File: config.mk
export PLATFORM = sky130hd
export DESIGN_NAME = sysid_rd_timer
export DESIGN_NICKNAME = d
export VERILOG_FILES = /design/src/rtl/sysid_rd_timer.sv
export SDC_FILE = /design/constraint.sdc
export NUM_CORES = 1
export LEC_CHECK = 0
export ABC_AREA = 1
export BUFFER_PORTS_ARGS = -buffer_cell sky130_fd_sc_hd__buf_2
export CORE_MARGIN = 10
export CORE_UTILIZATION = 58
export CTS_CLUSTER_DIAMETER = 40
export DETAILED_ROUTE_END_ITERATION = 8
export PLACE_DENSITY_LB_ADDON = 0.25
export SLEW_MARGIN = 5
export SYNTH_ARGS = -nofsm -noshare
export SYNTH_HDL_FRONTEND = slang
export SYNTH_SLANG_ARGS = --single-unit
File: constraint.sdc
create_clock -name clock -period 1.7 [get_ports clock]
set_input_delay 0.255 -clock clock [delete_from_list [all_inputs] [get_ports clock]]
set_output_delay 0.255 -clock clock [all_outputs]
set_load 0.1 [all_outputs]
File: src/rtl/sysid_rd_timer.sv
// sysid_rd_timer: read-latency down-counter plus waitrequest stall counter with terminal-count flag
module sysid_rd_timer #(
  parameter int READ_LATENCY   = 0,
  parameter int TIMEOUT_CYCLES = 255
) (
  input  logic clock,
  input  logic reset_n,
  input  logic lat_load,
  input  logic lat_run,
  input  logic stall_clr,
  input  logic stall_inc,
  output logic lat_last,
  output logic stall_tc
);
  logic [2:0]  lat_cnt;
  logic [15:0] stall_cnt;
  // latency counter reloads on read acceptance; stall counter restarts for every new request
  always_ff @(posedge clock or negedge reset_n) begin
    if (!reset_n) begin
      lat_cnt   <= '0;
      stall_cnt <= '0;
    end else begin
      lat_cnt   <= lat_load ? 3'(READ_LATENCY) : (lat_run && lat_cnt != 3'd0) ? lat_cnt - 3'd1 : lat_cnt;
      stall_cnt <= stall_clr ? 16'd0 : stall_inc ? stall_cnt + 16'd1 : stall_cnt;
    end
  end
  assign lat_last = lat_cnt == 3'd1;
  assign stall_tc = stall_cnt == 16'(TIMEOUT_CYCLES);
endmodule

# --- After elaboration in Yosys (flattened, before gate mapping) ---
# Index checks and enable logic that the tools add are counted.
# W data, S select, Z words.
totals:
  out_inout_bits: 2
  in_bits: 6
  ff_bits: 19
op_classes:
  reduce_logical: 4
  eq_ne: 2
  mux: 4
  addsub: 2
ops:
  columns: ["cell", "count"]
  rows:
  - ["$mux W16", 2]
  - ["$add A16 B1 Y16 const B", 1]
  - ["$eq A16 B8 Y1 const B", 1]
  - ["$mux W3", 2]
  - ["$reduce_bool A2 Y1", 2]
  - ["$eq A3 B1 Y1 const B", 1]
  - ["$reduce_bool A3 Y1", 1]
  - ["$sub A3 B1 Y3 const B", 1]
  - ["$logic_and A1 B1 Y1", 1]

# --- Depth between registers and ports, before layout ---
logic_depth:
  depth_word: 4
  ltp_mapped: 8
  ltp_nobuf: 8

# --- Least setup slack after synthesis ---
# No wires, ideal clock.
synth_path:
  path_type: "reg2out"
  startpoint: "reg stall_cnt[0]"
  endpoint: "out stall_tc"
  required_time_ps: 1445
  path_stages_with_launch: 6
  path_slack_ps: -726
  arrival_ps: 2171
  path_cell_list: "dfrtp_1 -> ha_1 -> nand3_2 -> nor2_1 -> inv_1 -> nor2_1"
synth_between:
  elab_chain_cells: 1
synth_lines:
  columns: ["element", "line_no", "source"]
  rows:
  - ["from (decl)", "16", "logic [15:0] stall_cnt;"]
  - ["from (signal assigned)", "24", "stall_cnt <= stall_clr ? 16'd0 : stall_inc ? stall_cnt + 16'd1 : stall_cnt;"]
  - ["$eq A16 B8 Y1", "28", "assign stall_tc = stall_cnt == 16'(TIMEOUT_CYCLES);"]
  - ["to (decl)", "13", "output logic stall_tc"]
# Every way passes these cells.

# --- Final worst setup path ---
# Same ends and word-level chain as after synthesis.

==> results_dict.tcl <==
set metrics [dict create \
    status "complete, but fails checks" \
    violations "setup timing" \
    startpoint_type "flop" \
    hold_end "lat_cnt[0]$_DFFE_PN0P_" \
    numClockSinks 19 \
    hold_depth 2 \
    fin_crit_ns 1.71 \
    reg2regPathDepth 9 \
    synthTopCellsByCount "nand2_1, nor2_1, inv_1" \
    p_per_area_mw_per_mm2 533 \
    die-area_mm2 0.00411 \
    io_pins 8 \
    antenna_found_initial 0 \
    whs_ns 0.139 \
    max_cap_violations 0 \
    hold_path.startpoint "lat_load" \
    yosys_warnings 0 \
    grt_pass1_vias 1046 \
    avgSynthCellArea_um2 7.23 \
    seq_area_frac_synth_pct 42.2 \
    core_area_mm2 0.00178 \
    die_w_um 64.1 \
    utilization_pct 79.9 \
    yosysMostFrequentCell "nand2_1" \
    die_h_um 64.1 \
    netlist-cell-type-count 22 \
    io_buffers 7 \
    r2r-start "stall_cnt[0]$_DFFE_PN0P_" \
    ys.flop_type "dfrtp_1" \
    insertion_delay_ns 0.30 \
    synth-seq-cells 19 \
    max_slew_margin_pct 69.4 \
    cts_buffers 3 \
    final.period_utilization_pct 101 \
    p_leak_nw 0.660 \
    nets 193 \
    htree_levels 1 \
    hold_path.class "input port to flop" \
    skew_ns 0.00447 \
    totalNegativeSetupSlack_ns -0.0101 \
    drv_slew 0 \
    drt_iter0_markers 52 \
    netlist.area_leader.share_pct 42.2 \
    dp_hpwl_um 1680 \
    first_pass_iters 4 \
    setup_viol 1 \
    synth_edf_count 0 \
    cp_data_arrival_time_ns 1.46 \
    synth_area_mm2 0.00113 \
    grt_max_degree 20 \
    end_kind "output port" \
    max_freq_mhz 585 \
    routed-via-count 1070 \
    tightest_slew_ns 0.458 \
    rsz0062_at_grt "yes" \
    root_buffer "clkbuf_4" \
    r2r-end "stall_cnt[9]$_DFFE_PN0P_" \
    place.gp.congestion 0.822 \
    grt_overflow 0 \
    grt_first_pass_wirelength_um 4590 \
    cts_tree "done" \
    grt_usage_pct 13.7 \
    peakVddDrop_v 0.000545 \
    routed_via_density 5.17 \
    synthesis.nets 166 \
    crit_type "flop to output port" \
    initial_core_util_pct 63.2 \
    hold_viol_final 0 \
    num_antenna_cells 0 \
    finalWirelength_um 2590 \
    pre_cts_slack_ns 0.0434 \
    synthTopCellsByArea "dfrtp_1, nand2_1, nor2_1, inv_1, ha_1" \
    ys_async_sr_fraction_pct 100 \
    syn-instance-count 156 \
    drive_gt1_share_pct 25.3 \
    ant_nets 0 \
    synth_top_cell_by_area "dfrtp_1" \
    clk_pin_slew_ns 0.11 \
    syn_to_final_growth_pct 26.3 \
    r2r_slack_ns 0.32 \
    worst_slack_ns -0.0101 \
    wl_per_cell_um 12.5 \
    remaining_drc_errors 0 \
    worstPathRequired_ns 1.44 \
    cp_max_fo 3 \
    rows 15 \
    cts_buffer_depth 2 \
]
[kinds of logic (layout without fill, tap and decap cells)]
family / after synthesis / in the layout / synth area share (%)
AND/OR/NAND/NOR: 89 / 89 / 35.0
flip-flops: 19 / 19 / 42.2
AO/OA/AOI/OAI: 18 / 18 / 9.21
buffers and inverters: 25 / 51 / 8.43
XOR/XNOR: 1 / 1 / 0.777
adder cells (fa/ha/maj): 4 / 4 / 4.44
[flip-flops by register name, summed over array words and instances, names as in the netlist]
signal,cells
stall_cnt,16
lat_cnt,3
[worst max-delay path by stage]
| stage | start | endpoint | slack (ns) | cells past startpoint |
|---|---|---|---|---|
| finish | stall_cnt[0]$_DFFE_PN0P_ | stall_tc | -0.01 | 6 |
| global route | stall_cnt[0]$_DFFE_PN0P_ | stall_tc | -0.07 | 6 |
| CTS | stall_cnt[1]$_DFFE_PN0P_ | stall_tc | 0.004 | 6 |
| detailed placement | stall_cnt[0]$_DFFE_PN0P_ | stall_tc | 0.04 | 6 |
| global placement | stall_cnt[0]$_DFFE_PN0P_ | stall_tc | 0.11 | 6 |
| floorplan | stall_cnt[0]$_DFFE_PN0P_ | stall_tc | -0.28 | 5 |
[critical path, cell delays in order, from the launching register on]
cell	delay, ns
dfrtp_1	0.41
ha_4	0.17
nand3_4	0.09
nor2_4	0.14
inv_2	0.05
nor2_4	0.11
buf_12	0.18
[per-stage QoR]
step / total power, mW / area [um2] / std cells
4_1_cts: 0.759 / 1390 / 204
2_1_floorplan: 0.498 / 1130 / 156
3_5_place_dp: 0.522 / 1230 / 188
6_report: 0.759 / 1420 / 207
3_3_place_gp: 0.519 / 1230 / 188
5_1_grt: 0.794 / 1420 / 207
[metal layers]
metal	part of all wire, %	track usage [%]	up-vias
li1	-	-	542
met3	3.9	3.66	6
met1	45	15.8	495
met5	0	0	-
met4	1.8	6.28	0
met2	49	22.9	27
[where the power goes]
| group | total, mW | internal, mW | switching, mW |
|---|---|---|---|
| Sequential | 0.464 | 0.457 | 0.00680 |
| Clock | 0.228 | 0.0914 | 0.137 |
| Combinational | 0.0675 | 0.0280 | 0.0395 |
[what timing repair did]
| action | CTS | global route |
|---|---|---|
| cloned | 0 | 0 |
| pin swaps | 7 | 4 |
| hold buffers | 1 | 0 |
| endpoints found under the setup margin | 1 | 1 |
| setup buffers | 11 | 3 |
| hold endpoints to repair | 19 | 0 |
| gates resized for setup | 11 | 2 |
[cells in the final DEF, fill, tap and decap left out, types with 2 or more instances in the layout]
master	count
buf_12	2
buf_2	5
nor2_2	4
nand3_1	6
clkbuf_4	3
ha_1	3
o21bai_1	2
buf_4	15
nand2_1	34
nor3_1	2
dfrtp_1	19
nor2_4	5
inv_2	3
a21oi_1	9
o21ai_0	5
nand4_1	2
inv_1	21
nor2_1	27
nand2_2	5
[layout make-up]
cell class / count / area (um2)
Clock buffer: 4 / 26.3
Fill cell: 113 / 359
Inverter: 24 / 90.1
Multi-Input combinational cell: 112 / 613
Sequential cell: 19 / 475
Tap cell: 25 / 31.3
Timing Repair Buffer: 23 / 188
Power figures use the tool's default switching activity.
